<file path="src/rtl/mem_bus_arbiter_pkg.sv">
// Shared types and constants for the memory bus arbiter: FSM states, bus owners,
// the NOP returned for illegal fetches and the IO window helper.
package bus_arb_pkg;

   typedef enum logic [1:0] {IDLE, MEM, IO, RESP} state_t;
   typedef enum logic {FETCH, DATA} owner_t;

   localparam logic [31:0] NOP_INSTR       = 32'h0000_0013;
   localparam logic [31:0] DEFAULT_IO_BASE = 32'hFFFF_FFF0;

   // The IO window is 16 bytes, so only the upper 28 address bits take part.
   function automatic logic inIoWindow(input logic [27:0] addrHi, input logic [27:0] baseHi);
      return addrHi == baseHi;
   endfunction

endpackage

</file>
<file path="src/rtl/mem_bus_arbiter_timeout_ctr.sv">
// Counts busy cycles of a memory access; expired_o flags the busy cycle that
// reaches TIMEOUT_CYCLES so the arbiter can abort in that same cycle.
module bus_timeout_ctr #(
   parameter int TIMEOUT_CYCLES = 255
) (
   input  logic clk,
   input  logic nrst,
   input  logic clear_i,
   input  logic en_i,
   output logic expired_o
);

   logic [7:0] count_q, count_d;

   always_comb begin
      count_d = count_q;
      if (clear_i) begin
         count_d = '0;
      end else if (en_i) begin
         count_d = count_q + 8'd1;
      end
   end

   always_ff @(posedge clk or negedge nrst) begin
      if (!nrst) begin
         count_q <= '0;
      end else begin
         count_q <= count_d;
      end
   end

   assign expired_o = en_i && (count_q == 8'(TIMEOUT_CYCLES - 1));

endmodule

</file>
<file path="src/rtl/mem_bus_arbiter.sv">
// Arbitrates the data-memory bus between fetch and load/store, diverts the IO
// window to the IO register block, and handles busy wait states and timeouts.
module mem_bus_arbiter
   import bus_arb_pkg::*;
#(
   parameter int          TIMEOUT_CYCLES = 255,
   parameter logic [31:0] IO_BASE        = DEFAULT_IO_BASE
) (
   input  logic        clk,
   input  logic        nrst,
   input  logic        if_req,
   input  logic [31:0] if_addr,
   output logic [31:0] if_rdata,
   output logic        if_done,
   input  logic        d_read,
   input  logic        d_write,
   input  logic [31:0] d_addr,
   input  logic [31:0] d_wdata,
   output logic [31:0] d_rdata,
   output logic        d_done,
   output logic        mem_read,
   output logic        mem_write,
   output logic [31:0] mem_addr,
   output logic [31:0] mem_wdata,
   input  logic [31:0] mem_rdata,
   input  logic        mem_busy,
   output logic        io_read,
   output logic        io_write,
   output logic [1:0]  io_addr,
   output logic [31:0] io_wdata,
   input  logic [31:0] io_rdata,
   output logic        bus_err
);

   state_t      state_q, state_d;
   owner_t      owner_q, owner_d;
   owner_t      last_grant_q, last_grant_d;
   logic        write_q, write_d;
   logic [31:0] addr_q, addr_d;
   logic [31:0] wdata_q, wdata_d;
   logic        mem_read_q, mem_read_d;
   logic        mem_write_q, mem_write_d;
   logic        io_read_q, io_read_d;
   logic        io_write_q, io_write_d;
   logic        if_done_q, if_done_d;
   logic        d_done_q, d_done_d;
   logic        bus_err_q, bus_err_d;
   logic [31:0] if_rdata_q, if_rdata_d;
   logic [31:0] d_rdata_q, d_rdata_d;

   logic        finish;
   logic        finishErr;
   logic [31:0] finishData;
   logic        dataPending;
   logic        tmoExpired;

   bus_timeout_ctr #(
      .TIMEOUT_CYCLES(TIMEOUT_CYCLES)
   ) u_timeout (
      .clk      (clk),
      .nrst     (nrst),
      .clear_i  (state_q != MEM),
      .en_i     ((state_q == MEM) && mem_busy),
      .expired_o(tmoExpired)
   );

   assign dataPending = d_read || d_write;

   always_comb begin
      state_d      = state_q;
      owner_d      = owner_q;
      last_grant_d = last_grant_q;
      write_d      = write_q;
      addr_d       = addr_q;
      wdata_d      = wdata_q;
      mem_read_d   = mem_read_q;
      mem_write_d  = mem_write_q;
      io_read_d    = 1'b0;
      io_write_d   = 1'b0;
      if_done_d    = 1'b0;
      d_done_d     = 1'b0;
      bus_err_d    = 1'b0;
      if_rdata_d   = if_rdata_q;
      d_rdata_d    = d_rdata_q;
      finish       = 1'b0;
      finishErr    = 1'b0;
      finishData   = '0;

      unique case (state_q)
         IDLE: begin
            // On a conflict the requester that did not win last time is served.
            if (dataPending && (!if_req || last_grant_q == FETCH)) begin
               owner_d = DATA;
               addr_d  = d_addr;
               wdata_d = d_wdata;
               write_d = d_write;
               if (inIoWindow(d_addr[31:4], IO_BASE[31:4])) begin
                  state_d    = IO;
                  io_read_d  = !d_write;
                  io_write_d = d_write;
               end else begin
                  state_d     = MEM;
                  mem_read_d  = !d_write;
                  mem_write_d = d_write;
               end
            end else if (if_req) begin
               owner_d = FETCH;
               addr_d  = if_addr;
               wdata_d = '0;
               write_d = 1'b0;
               if (inIoWindow(if_addr[31:4], IO_BASE[31:4])) begin
                  state_d    = RESP;
                  if_done_d  = 1'b1;
                  if_rdata_d = NOP_INSTR;
                  bus_err_d  = 1'b1;
               end else begin
                  state_d    = MEM;
                  mem_read_d = 1'b1;
               end
            end
         end
         MEM: begin
            if (!mem_busy) begin
               finish     = 1'b1;
               finishData = mem_rdata;
            end else if (tmoExpired) begin
               finish    = 1'b1;
               finishErr = 1'b1;
            end
         end
         IO: begin
            finish     = 1'b1;
            finishData = io_rdata;
         end
         RESP: begin
            last_grant_d = owner_q;
            state_d      = IDLE;
         end
         default: state_d = IDLE;
      endcase

      // Completion is registered so done, rdata and bus_err appear together in RESP.
      if (finish) begin
         state_d     = RESP;
         mem_read_d  = 1'b0;
         mem_write_d = 1'b0;
         bus_err_d   = finishErr;
         if (owner_q == DATA) begin
            d_done_d = 1'b1;
            if (!write_q) begin
               d_rdata_d = finishData;
            end
         end else begin
            if_done_d  = 1'b1;
            if_rdata_d = finishData;
         end
      end
   end

   always_ff @(posedge clk or negedge nrst) begin
      if (!nrst) begin
         state_q      <= IDLE;
         owner_q      <= FETCH;
         last_grant_q <= FETCH;
         write_q      <= 1'b0;
         addr_q       <= '0;
         wdata_q      <= '0;
         mem_read_q   <= 1'b0;
         mem_write_q  <= 1'b0;
         io_read_q    <= 1'b0;
         io_write_q   <= 1'b0;
         if_done_q    <= 1'b0;
         d_done_q     <= 1'b0;
         bus_err_q    <= 1'b0;
         if_rdata_q   <= '0;
         d_rdata_q    <= '0;
      end else begin
         state_q      <= state_d;
         owner_q      <= owner_d;
         last_grant_q <= last_grant_d;
         write_q      <= write_d;
         addr_q       <= addr_d;
         wdata_q      <= wdata_d;
         mem_read_q   <= mem_read_d;
         mem_write_q  <= mem_write_d;
         io_read_q    <= io_read_d;
         io_write_q   <= io_write_d;
         if_done_q    <= if_done_d;
         d_done_q     <= d_done_d;
         bus_err_q    <= bus_err_d;
         if_rdata_q   <= if_rdata_d;
         d_rdata_q    <= d_rdata_d;
      end
   end

   assign mem_read  = mem_read_q;
   assign mem_write = mem_write_q;
   assign mem_addr  = addr_q;
   assign mem_wdata = wdata_q;
   assign io_read   = io_read_q;
   assign io_write  = io_write_q;
   assign io_addr   = addr_q[3:2];
   assign io_wdata  = wdata_q;
   assign if_done   = if_done_q;
   assign d_done    = d_done_q;
   assign if_rdata  = if_rdata_q;
   assign d_rdata   = d_rdata_q;
   assign bus_err   = bus_err_q;

endmodule

</file>
<file path="config.mk">
export PLATFORM = sky130hd
export DESIGN_NAME = mem_bus_arbiter
export DESIGN_NICKNAME = d
export VERILOG_FILES = /design/src/rtl/mem_bus_arbiter_pkg.sv /design/src/rtl/mem_bus_arbiter_timeout_ctr.sv /design/src/rtl/mem_bus_arbiter.sv
export SDC_FILE = /design/constraint.sdc
export NUM_CORES = 1
export LEC_CHECK = 0
export CAP_MARGIN = 15
export CORE_AREA = 2 2 130 132
export CTS_CLUSTER_DIAMETER = 120
export DETAILED_ROUTE_END_ITERATION = 10
export DIE_AREA = 0 0 132 134
export PLACE_DENSITY = 0.93
export SETUP_SLACK_MARGIN = 0.4
export SLEW_MARGIN = 20
export SYNTH_ARGS = -nofsm -noshare
export SYNTH_HDL_FRONTEND = slang
export SYNTH_HIERARCHICAL = 1
export SYNTH_SLANG_ARGS = --single-unit
</file>
<file path="constraint.sdc">
create_clock -name clk -period 4.35 [get_ports clk]
set_input_delay 1.305 -clock clk [delete_from_list [all_inputs] [get_ports clk]]
set_output_delay 1.305 -clock clk [all_outputs]
set_load 0.01 [all_outputs]
</file>
### Word level (Yosys, flattened, before mapping)

Cells that the tools add are included.

| cells by class | value |
|---|---|
| reductions and logical operators | 19 |
| equal/unequal tests | 11 |
| add/sub/neg operators | 1 |
| muxes and demuxes | 53 |
| bitwise logic cells | 2 |

Operators with widths:

| cell | count |
|---|---|
| two-way mux 32 bit | 11 |
| case mux 32 bit (2 select lines) | 1 |
| == test 28 bit, second input constant | 2 |
| two-way mux 1 bit | 32 |
| two-way mux 8 bit | 2 |
| two-way mux 2 bit | 5 |
| adder 8 x 1 -> 8 bit, second input constant | 1 |
| == test 8 bit, second input constant | 1 |
| nonzero test 2 bit | 4 |
| != test 3 bit, second input constant | 2 |
| AND reduction 3 bit | 2 |
| nonzero test 3 bit | 2 |
| == test 2 bit, second input constant | 2 |
| != test 4 bit, second input constant | 1 |
| case mux 2 bit (2 select lines) | 1 |
| AND reduction 2 bit | 2 |
| AND reduction 4 bit | 1 |
| logical AND 1 bit | 3 |
| == test 2 x 1 -> 1 bit, second input constant | 1 |
| zero test 1 bit | 2 |
| zero test 2 bit | 1 |
| logical OR 1 bit | 2 |
| != test 2 x 1 -> 1 bit, second input constant | 1 |
| != test 2 bit, second input constant | 1 |
| 2 further kinds | 3 |

| word-level totals | value |
|---|---|
| register bits after elaboration | 148 |
| word-level logic and storage cells | 102 |
| output and inout port bits | 169 |

### Longest topological paths before layout

Gate-level depths: netlist of the first run.

| logic depth | value |
|---|---|
| depth in word-level cells | 8 |
| depth in mapped cells | 13 |
| mapped depth without buffers | 11 |

### Cells and area by module

Netlist of the first run, hierarchy kept.

By module, submodules not included:

| module | sequential area each (um^2) | cells an instance | instances | area an instance (um^2) |
|---|---|---|---|---|
| mem_bus_arbiter | 3503.4 | 574 | 1 | 6256.0 |
| bus_timeout_ctr | 200.2 | 41 | 1 | 411.6 |

### Worst setup path before layout of the first run

OpenSTA, ideal clock, no wires.

| path | value |
|---|---|
| path type | input port to flip-flop |
| start | in mem_busy |
| end | reg if_rdata_q[21] (netlist: if_rdata[21]) |
| data required time | 4.284 ns |
| data arrival time | 2.860 ns |
| setup slack | 1.424 ns |
| cell stages on the path | 11 |
| path buffers | 3 |
| library setup time | 0.066 ns |
| cell sequence | and2_1 buf_4 nand4_1 nor2_1 nand2b_1 a21o_1 nand2_1 nor2_1 buf_2 buf_1 a22o_1 |

| between the ends | value |
|---|---|
| cells in the longest elaborated chain, start to end | 6 |

RTL lines:

| item | line | text |
|---|---|---|
| start, declared | mem_bus_arbiter.sv:26 | `input logic mem_busy,` |
| logical AND 1 bit | mem_bus_arbiter.sv:63 | `.en_i ((state_q == MEM) && mem_busy),` |
| logical AND 1 bit | mem_bus_arbiter_timeout_ctr.sv:32 | `assign expired_o = en_i && (count_q == 8'(TIMEOUT_CYCLES - 1));` |
| named net tmoExpired | mem_bus_arbiter.sv:55 | `logic tmoExpired;` |
| two-way mux 1 bit | mem_bus_arbiter.sv:126 | `end else if (tmoExpired) begin` |
| two-way mux 1 bit | mem_bus_arbiter.sv:123 | `if (!mem_busy) begin` |
| case mux 1 bit (2 select lines) | mem_bus_arbiter.sv:89 | `unique case (state_q)` |
| two-way mux 32 bit | mem_bus_arbiter.sv:143 | `if (finish) begin` |
| named net if_rdata_d[21] | mem_bus_arbiter.sv:48 | `logic [31:0] if_rdata_q, if_rdata_d;` |
| end signal, assigned | mem_bus_arbiter.sv:191 | `if_rdata_q <= if_rdata_d;` |
| end, declared | mem_bus_arbiter.sv:48 |  |

The timed path passes the listed nets, and every way through them passes these cells.
A chain may end at the register's enable or synchronous reset.

### Final worst setup path of the first run

| path | value |
|---|---|
| start | in d_write |
| end | reg wdata_q[11] (netlist: io_wdata[11]) |

| between the ends | value |
|---|---|
| cells in the longest elaborated chain, start to end | 4 |

RTL lines:

| item | line | text |
|---|---|---|
| start, declared | mem_bus_arbiter.sv:16 | `input logic d_write,` |
| logical OR 1 bit * | mem_bus_arbiter.sv:67 | `assign dataPending = d_read \|\| d_write;` |
| logical AND 1 bit * | mem_bus_arbiter.sv:92 | `if (dataPending && (!if_req \|\| last_grant_q == FETCH)) begin` |
| nonzero test 2 bit (no line) | -- |  |
| AND reduction 2 bit (no line) | -- |  |
| end signal, assigned | mem_bus_arbiter.sv:183 | `wdata_q <= wdata_d;` |
| end, declared | mem_bus_arbiter.sv:40 | `logic [31:0] wdata_q, wdata_d;` |

Every way passes the cells marked *; elsewhere a longest branch is shown, timed or not.

==> results.tsv, run 1 <==
metric	value	unit
Layout Cells excl Fill	1133	
Total Nets Final	1071	
minimum clock period	3.29	ns
Layout area overhead	58.7	%
Synth area leader	dfrtp_1	
drt first-iter violations	333	
core area	0.0163	mm²
CP Buf/Inv Count	3	
fin crit share	75.6	%
fin area	0.0106	mm²
Peak VDD IR	377	µV
Yosys top cell area share	55.5	%
max cap viols	0	
Detail Placement HPWL	16600	µm
power per cell area	691	mW/mm²
drt drc	0	
Clk Latency, worst-skew pair	0.42	ns
most instantiated library cell after synthesis	dfrtp_1	
CP Max Fanout	34	
CTS H-tree lvls	4	
worst reg2reg setup slack	1.82	ns
Worst Tran Pin Value	0.573	ns
Slowest cell on crit path	clkdlybuf4s50_1	
# rows	47	
post-CTS sizing	0	
Die Width	132	µm
first-pass GRT wire length	33800	µm
critical path class	input port to register	
total power	7.31	mW
clk root buf	clkbuf_16	
Max transition margin	61.8	%
Synth Flop Type	dfrtp_1	
fraction of the yosys area taken by sequential cells	55.5	%
Required @ worst endpoint	4.70	ns
clock skew	0.00768	ns
crit end category	register	
total grt overflow	0	
synthesized net count	787	
# setup viols final	0	
worst path cell trace	clkdlybuf4s50_1 > a2bb2oi_4 > buf_4 > and2_1 > buf_4 > a22o_1	
die area	0.0177	mm²
Syn Std Cell Area	0.00667	mm²
Hold Path Class	register to register	
initial antenna violation count	1	
max-slew violations	0	
starting density of the core	40.9	%
clock-pin transition on the worst setup and hold timing paths	0.06	ns
synth cell count leaders	dfrtp_1, nand2_1, a22o_1	
arrival time worst endpoint	3.64	ns
Area contributors post-synth	dfrtp_1, a22o_1, nand2_1	
pre-CTS WS	0.663	ns
postcts setup bufs	0	
total CTS buffers	17	
Post-synth EDFFs	0	
DR vias/cell	5.40	
syn_area_per_cell	10.8	µm²
setup TNS	0	ns
async set-reset flop share out of synthesis	100	%
die height	134	µm
Yosys Warn Count	6	
routability congestion estimate	0.875	
multi-input gate area in the final layout	0.00249	mm²
number of global-route vias before repair	6140	
ANT nets after route	0	
WL/cell	19.5	µm
Total Routing Usage GR	24.7	%
Fmax	0.304	GHz
WL final	22100	µm
# IOs	335	
placed insts	1100	
RSZ-0062 raised after global routing	no	
DRT Pass-1 Iters	4	
Cells after Synth	615	
register area	0.00370	mm²
Pleak	4.59	nW
Hold Fails Final Rpt	0	
FILL cells	1165	
Layout Utilization	65.0	%
CTS tree	built	
Final WS setup	1.06	ns
hold slack	0.479	ns
largest net degree at the start of global routing	97	
critical path's most frequent cell	buf_4	
Area after DPL	0.00993	mm²
crit-path leading delay family	buffers and inverters	
Max Root-Sink Buffers	2	
layout cells sized above 1	5.59	%
Port Buffers	334	
synth unique cells	41	
max incr delay on CP	0.69	ns
Yosys reg bits	148	
via count	6121	
Sink Count	148	
Worst setup SP type	input port	
status	finished clean	
CTS Hold Bufs	0	
path summary, 6_finish.rpt:
kind | start | endpoint | depth (start not counted)
hold / removal | mem_addr[12] | mem_addr[12] | 2
min in group asynchronous | nrst | d_rdata[15] | 1
max in group asynchronous | nrst | state_q[1] | 2
setup / recovery | d_write | io_wdata[11] | 6
hold reg to reg | mem_addr[12] | mem_addr[12] | 2
setup reg to reg | state_q[1] | if_rdata[19] | 10
routing by layer:
metal	vias up	track usage (%)	wire length [µm]
met5	-	0	0
met4	0	9.24	626
met3	36	6.12	1650
met2	340	42.7	11400
met1	2989	29.9	8500
li1	2756	-	-
placed cells by master, fill, tap and decap left out, types with 2 or more instances in the layout:
| master | count |
|---|---|
| xor2_1 | 3 |
| ha_1 | 6 |
| inv_1 | 6 |
| nand3_1 | 6 |
| nor2_1 | 9 |
| clkbuf_16 | 17 |
| nand2b_1 | 2 |
| nor4_1 | 2 |
| nand2_1 | 107 |
| dfrtp_1 | 148 |
| inv_6 | 5 |
| buf_4 | 7 |
| nor3_1 | 2 |
| nor2_2 | 2 |
| clkbuf_8 | 2 |
| and2_1 | 3 |
| clkdlybuf4s50_1 | 333 |
| bufinv_16 | 4 |
| a21oi_1 | 3 |
| clkinv_4 | 2 |
| a22o_1 | 93 |
| mux2i_1 | 32 |
| o22a_1 | 3 |
| nand4_1 | 19 |
| or3_1 | 3 |
| buf_12 | 2 |
| o21ai_0 | 70 |
kinds of logic (layout without fill, tap and decap cells):
kind of cell	count (synthesis)	count (layout)	share of synthesized area, %
AOI/OAI and AO/OA	179	179	19.6
xor gates and xnor gates	4	4	0.526
adders and majority gates	6	6	1.13
buffers and inverters	85	382	7.39
DFF	148	148	55.5
muxes	33	33	4.97
other	0	1	0
and+or+nand+nor	160	160	10.8
where the power goes:
group,internal (mW),switching (mW),total [mW]
Clock,1.00,0.603,1.60
Sequential,1.93,0.411,2.34
Combinational,1.78,1.59,3.37
Total,4.71,2.61,7.31
layout make-up:
cell class	count	area share [%]
clock buffer	19	4.28
multi-input combinational	382	23.5
sequential	148	35.0
inverter	7	0.248
timing repair buffer	343	32.5
antenna	1	0.0236
clock inverter	13	1.83
tap	220	2.60
worst min-delay path: stages (launching register included):
cell and delay (ns):
dfrtp_1 0.34, nand2_1 0.05, o21ai_0 0.06
state kept, by name, summed over array words and instances, names as in the netlist, 2 cells and up:
| register | count |
|---|---|
| mem_addr | 32 |
| state_q | 2 |
| d_rdata | 32 |
| u_timeout/count_q | 8 |
| io_wdata | 32 |
| if_rdata | 32 |
Power figures use the tool's default switching activity.
==> inputs of run 2 (changes only) <==
--- a/config.mk
+++ b/config.mk
@@ -6,10 +6,9 @@
 export NUM_CORES = 1
 export LEC_CHECK = 0
 export CAP_MARGIN = 15
-export CORE_AREA = 2 2 130 132
+export CORE_UTILIZATION = 41
 export CTS_CLUSTER_DIAMETER = 120
 export DETAILED_ROUTE_END_ITERATION = 10
-export DIE_AREA = 0 0 132 134
 export PLACE_DENSITY = 0.93
 export SETUP_SLACK_MARGIN = 0.4
 export SLEW_MARGIN = 20
==> constraint.sdc (replaced) <==
create_clock -name clk -period 3.44 [get_ports clk]
set_input_delay 1.032 -clock clk [delete_from_list [all_inputs] [get_ports clk]]
set_output_delay 1.032 -clock clk [all_outputs]
set_load 0.01 [all_outputs]
==> run 2 against run 1 <==
Final cell count did not move. Sequential power rose by 26%. Sequential cell count did not move. Register-to-register slack got worse by 0.73 ns. Largest cell class unchanged. Largest power group unchanged.
==> results.tsv, run 2 (synthesis results as in run 1) <==
metric	value	unit	change
crit end category	register		unchanged
power per cell area	857	mW/mm²	was 691 mW/mm²
# IOs	335		unchanged
ANT nets after route	0		unchanged
total grt overflow	0		unchanged
drt drc	0		unchanged
arrival time worst endpoint	3.02	ns	was 3.64 ns
Total Routing Usage GR	25.7	%	was 24.7%
initial antenna violation count	0		was 1
clk root buf	clkbuf_16		unchanged
multi-input gate area in the final layout	0.00249	mm²	unchanged
Max Root-Sink Buffers	2		unchanged
core area	0.0159	mm²	was 0.0163 mm²
DRT Pass-1 Iters	5		was 4
worst reg2reg path depth	11		was 10
HP Start	mem_addr[6]		was mem_addr[12]
Worst Tran Pin Value	0.515	ns	was 0.573 ns
Layout area overhead	58.2	%	was 58.7%
CTS H-tree lvls	4		unchanged
RR Startpoint	state_q[1]		unchanged
# rows	46		was 47
Sink Count	148		unchanged
DR vias/cell	5.30		was 5.40
CP Max Fanout	30		was 34
hold worst-path end	mem_addr[6]		was mem_addr[12]
Pleak	4.59	nW	about the same
Hold Path Depth	2		unchanged
setup TNS	0	ns	unchanged
status	finished clean		unchanged
Area after DPL	0.00997	mm²	was 0.00993 mm²
largest net degree at the start of global routing	71		was 97
clock skew	0.00894	ns	was 0.00768 ns
worst reg2reg setup slack	1.09	ns	was 1.82 ns
Clk Latency, worst-skew pair	0.41	ns	was 0.42 ns
Max transition margin	65.7	%	was 61.8%
Port Buffers	334		unchanged
CTS tree	built		unchanged
starting density of the core	42.0	%	was 40.9%
Total Nets Final	1075		was 1071
number of global-route vias before repair	6004		was 6140
Required @ worst endpoint	3.73	ns	was 4.70 ns
post-CTS sizing	0		unchanged
register area	0.00370	mm²	unchanged
fin crit share	79.2	%	
minimum clock period	2.72	ns	
RR Endpoint	if_rdata[1]		was if_rdata[19]
Hold Path Class	register to register		unchanged
WL/cell	18.8	µm	was 19.5 µm
Worst setup SP type	input port		unchanged
die area	0.0168	mm²	was 0.0177 mm²
commonest non-fill, non-tap cell in the layout	clkdlybuf4s50_1		unchanged
layout cells sized above 1	5.68	%	was 5.59%
total power	9.04	mW	was 7.31 mW
critical path class	input port to register		unchanged
FILL cells	1174		was 1165
die height	130	µm	was 134 µm
Die Width	130	µm	was 132 µm
max-slew violations	0		unchanged
postcts setup bufs	0		unchanged
CTS Hold Bufs	0		unchanged
most frequent cells in the layout	clkdlybuf4s50_1, dfrtp_1, nand2_1, a22o_1, o21ai_0		unchanged
via count	6003		was 6121
clock-pin transition on the worst setup and hold timing paths	0.06	ns	about the same
Detail Placement HPWL	16100	µm	was 16600 µm
Hold Fails Final Rpt	0		unchanged
fin area	0.0106	mm²	about the same
Peak VDD IR	485	µV	was 377 µV
first-pass GRT wire length	32400	µm	was 33800 µm
RSZ-0062 raised after global routing	no		unchanged
total CTS buffers	17		unchanged
routability congestion estimate	0.943		was 0.875
# setup viols final	0		unchanged
WL final	21300	µm	was 22100 µm
Fmax	0.367	GHz	
max cap viols	0		unchanged
drt first-iter violations	328		was 333
## run 2: cell count changes in the layout (fill, tap and decap cells not counted), sizes merged
cell | previous run | this run
inv | 12 | 9
bufinv | 4 | 2
clkbuf | 19 | 21
buf | 10 | 14
clkinv | 3 | 7
clkinvlp | 1 | 0
## run 2: stage by stage
step | cells | util, % | setup WS, ns | hold WS (ns)
2_1_floorplan | 615 | - | 0.787 | 0.438
3_3_place_gp | 1100 | 62.8 | 0.373 | 0.461
3_5_place_dp | 1100 | 62.8 | 0.300 | 0.469
4_1_cts | 1132 | 66.4 | 0.736 | 0.482
5_1_grt | 1132 | 66.4 | 0.595 | 0.498
6_report | 1133 | 66.4 | 0.717 | 0.475
## run 2: final cells by class
cell class | instances | area share (%)
Inverter | 7 | 0.249
Clock inverter | 11 | 1.21
Clock buffer | 21 | 4.27
Sequential cell | 148 | 35.1
Tap cell | 216 | 2.56
Multi-Input combinational cell | 382 | 23.6
Antenna cell | 1 | 0.0237
Timing Repair Buffer | 347 | 33.0
## run 2: worst max-delay path by stage
stage / start / to / slack, ns / cells past startpoint
global placement: mem_busy / if_rdata[1] / 0.37 / 10
CTS: mem_busy / if_rdata[1] / 0.74 / 10
detailed placement: mem_busy / if_rdata[1] / 0.30 / 10
floorplan: mem_busy / if_rdata[21] / 0.79 / 11
global route: mem_busy / if_rdata[1] / 0.60 / 10
finish: mem_busy / if_rdata[1] / 0.72 / 10
## run 2: power by group
part	total (mW)	switching, mW	internal, mW
combinational	4.28	2.01	2.27
sequential	2.94	0.501	2.44
clock	1.82	0.728	1.09
## run 2: worst max-delay path: stages
cell and delay, ns:
clkdlybuf4s50_1 0.46, and2_1 0.17, nand4_1 0.08, nor2_1 0.05
nand2b_1 0.14, a21o_1 0.21, nand3_1 0.15, and2_4 0.41
inv_2 0.10, o22a_1 0.21
## run 2: per-layer routing
metal	vias to the layer above	track usage (%)	wire, µm
met5	-	0	0
met3	43	6.61	1670
met2	309	44.7	11000
met1	2886	29.6	7970
li1	2765	-	-
met4	0	12.7	652
==> inputs of run 3 (changes only) <==
--- a/config.mk
+++ b/config.mk
@@ -6,10 +6,10 @@
 export NUM_CORES = 1
 export LEC_CHECK = 0
 export CAP_MARGIN = 15
-export CORE_UTILIZATION = 41
+export CORE_UTILIZATION = 37
 export CTS_CLUSTER_DIAMETER = 120
 export DETAILED_ROUTE_END_ITERATION = 10
-export PLACE_DENSITY = 0.93
+export PLACE_DENSITY = 0.89
 export SETUP_SLACK_MARGIN = 0.4
 export SLEW_MARGIN = 20
 export SYNTH_ARGS = -nofsm -noshare
==> constraint.sdc (replaced) <==
create_clock -name clk -period 2.4 [get_ports clk]
set_input_delay 0.72 -clock clk [delete_from_list [all_inputs] [get_ports clk]]
set_output_delay 0.72 -clock clk [all_outputs]
set_load 0.01 [all_outputs]
==> run 3 against run 2 <==
Global-route usage is 2.0 points lower. Critical endpoint is now if_rdata[13]. Via count is 4.6% higher. Clock skew is 0.0050 ns higher. Highest routed layer unchanged. Power up 48%. Wire length rose by 9.1%. Setup slack got worse by 0.39 ns. Clock-buffer cell count did not move. Non-clock buffer count rose by 48. Hold slack lost 0.21 ns.
==> results.tsv, run 3 (synthesis results as in run 1) <==
metric	value	unit	change
arrival time worst endpoint	2.38	ns	was 3.02 ns
routability congestion estimate	0.805		was 0.943
total CTS buffers	17		unchanged
drt drc	0		unchanged
CTS H-tree lvls	4		unchanged
worst path cell trace	inv_2 > ha_4 > and2_4 > nand4_1 > nor2_2 > nand2b_4 > a21o_1 > buf_6 > nand3_4 > and2_4 > a22o_1		was clkdlybuf4s50_1 > and2_1 > nand4_1 > nor2_1 > nand2b_1 > a21o_1 > nand3_1 > and2_4 > inv_2 > o22a_1
Hold Fails Final Rpt	0		unchanged
first-pass GRT wire length	33400	µm	was 32400 µm
# rows	48		was 46
layout cells sized above 1	18.0	%	was 5.68%
setup TNS	0	ns	unchanged
Ant. Diodes	0		was 1
Total Routing Usage GR	23.7	%	was 25.7%
Sink Count	148		unchanged
# IOs	335		unchanged
multi-input gate area in the final layout	0.00289	mm²	was 0.00249 mm²
Worst Tran Pin Value	0.538	ns	was 0.515 ns
clock-pin transition on the worst setup and hold timing paths	0.06	ns	about the same
drt first-iter violations	343		was 328
Die Width	136	µm	was 130 µm
Worst setup SP type	register		was input port
Layout Cells excl Fill	1192		was 1133
Hold Path Class	input port to asynchronous set/reset pin		was register to register
Clk Latency, worst-skew pair	0.42	ns	was 0.41 ns
critical path class	register to register		was input port to register
hold slack	0.260	ns	was 0.475 ns
max incr delay on CP	0.40	ns	was 0.46 ns
placed insts	1138		was 1100
ANT nets after route	0		unchanged
via count	6280		was 6003
FILL cells	1377		was 1174
register area	0.00371	mm²	was 0.00370 mm²
die height	136	µm	was 130 µm
critical path's most frequent cell	and2_4		
DRT Pass-1 Iters	4		was 5
WL final	23200	µm	was 21300 µm
Fmax	0.483	GHz	
Slowest cell on crit path	dfrtp_1		was clkdlybuf4s50_1
most frequent cells in the layout	dlygate4sd2_1, dfrtp_1, clkdlybuf4s50_1, a22o_1, nand2_1		was clkdlybuf4s50_1, dfrtp_1, nand2_1, a22o_1, o21ai_0
RSZ-0062 raised after global routing	yes		was no
Max transition margin	63.8	%	was 65.7%
Final WS setup	0.329	ns	was 0.717 ns
clock skew	0.0140	ns	was 0.00894 ns
total power	13.3	mW	was 9.04 mW
initial antenna violation count	0		unchanged
Port Buffers	334		unchanged
Pleak	5.69	nW	was 4.59 nW
CTS Hold Bufs	0		unchanged
status	finished clean		unchanged
Detail Placement HPWL	15400	µm	was 16100 µm
DR vias/cell	5.27		was 5.30
crit end category	register		unchanged
minimum clock period	2.07	ns	
CTS tree	built		unchanged
largest net degree at the start of global routing	75		was 71
Peak VDD IR	574	µV	was 485 µV
clk root buf	clkbuf_16		unchanged
CP Max Fanout	8		was 30
fin crit share	86.3	%	
number of global-route vias before repair	6195		was 6004
WL/cell	19.5	µm	was 18.8 µm
max-slew violations	0		unchanged
Required @ worst endpoint	2.71	ns	was 3.73 ns
total grt overflow	0		unchanged
worst reg2reg path depth	11		unchanged
max cap viols	0		unchanged
commonest non-fill, non-tap cell in the layout	dlygate4sd2_1		was clkdlybuf4s50_1
pre-CTS WS	-0.374	ns	was 0.300 ns
Total Nets Final	1126		was 1075
# setup viols final	0		unchanged
worst reg2reg setup slack	0.33	ns	was 1.09 ns
Max Root-Sink Buffers	2		unchanged
starting density of the core	38.2	%	was 42.0%
power per cell area	1180	mW/mm²	was 857 mW/mm²
core area	0.0175	mm²	was 0.0159 mm²
die area	0.0186	mm²	was 0.0168 mm²
Layout area overhead	69.9	%	was 58.2%
==> run 3: path summary, 6_finish.rpt <==
check | endpoint | start
max reg2reg | if_rdata[13] | state_q[1]
min | d_rdata[17] | nrst
min reg2reg | mem_addr[1] | mem_addr[1]
min in group clk | mem_addr[1] | mem_addr[1]
max | if_rdata[13] | state_q[1]
max in group asynchronous | io_wdata[18] | nrst
==> run 3: per-stage QoR <==
stage | area, µm² | utilization (%)
floorplan | 6700 | -
global placement | 10300 | 58.7
detailed placement | 10300 | 58.7
CTS | 10900 | 62.1
global route | 11300 | 64.8
finish | 11300 | 64.8
==> run 3: layer usage <==
metal | up-vias | part of all wire [%] | global-route usage [%]
li1 | 2877 | - | -
met4 | 0 | 2.1 | 8.52
met5 | - | 0 | 0
met1 | 3105 | 40 | 28.2
met2 | 263 | 52 | 41.6
met3 | 35 | 6.5 | 5.59
==> run 3: where the power goes <==
part / switching [mW] / internal, mW / leakage [nW] / total (mW)
registers: 0.702 / 3.50 / 1.93 / 4.20
logic: 3.31 / 3.02 / 3.44 / 6.33
clock network: 1.06 / 1.75 / 0.313 / 2.81
total: 5.08 / 8.27 / 5.69 / 13.3
==> run 3: final cells by class <==
cell class,count,share of cell area (%)
multi-input combinational,385,25.5
inverter,7,0.254
clock buffer,21,4.24
sequential,148,32.7
clock inverter,11,1.31
tap,225,2.49
timing repair buffer,395,33.5
==> run 3: repair_timing <==
action                                  CTS  global route
buffers inserted                          8             4
pin swaps                                21            51
hold endpoints to repair                  0             0
resized for setup                       224           121
gates cloned                              5             5
endpoints found under the setup margin  240            70
==> run 3: worst max-delay path, delay by kind of cell (launching register included) <==
| family | cells | cell delay, ns |
|---|---|---|
| flops | 1 | 0.40 |
| simple gates | 6 | 0.84 |
| fa+ha+maj | 1 | 0.13 |
| compound gates | 2 | 0.39 |
| buf+inv | 2 | 0.21 |
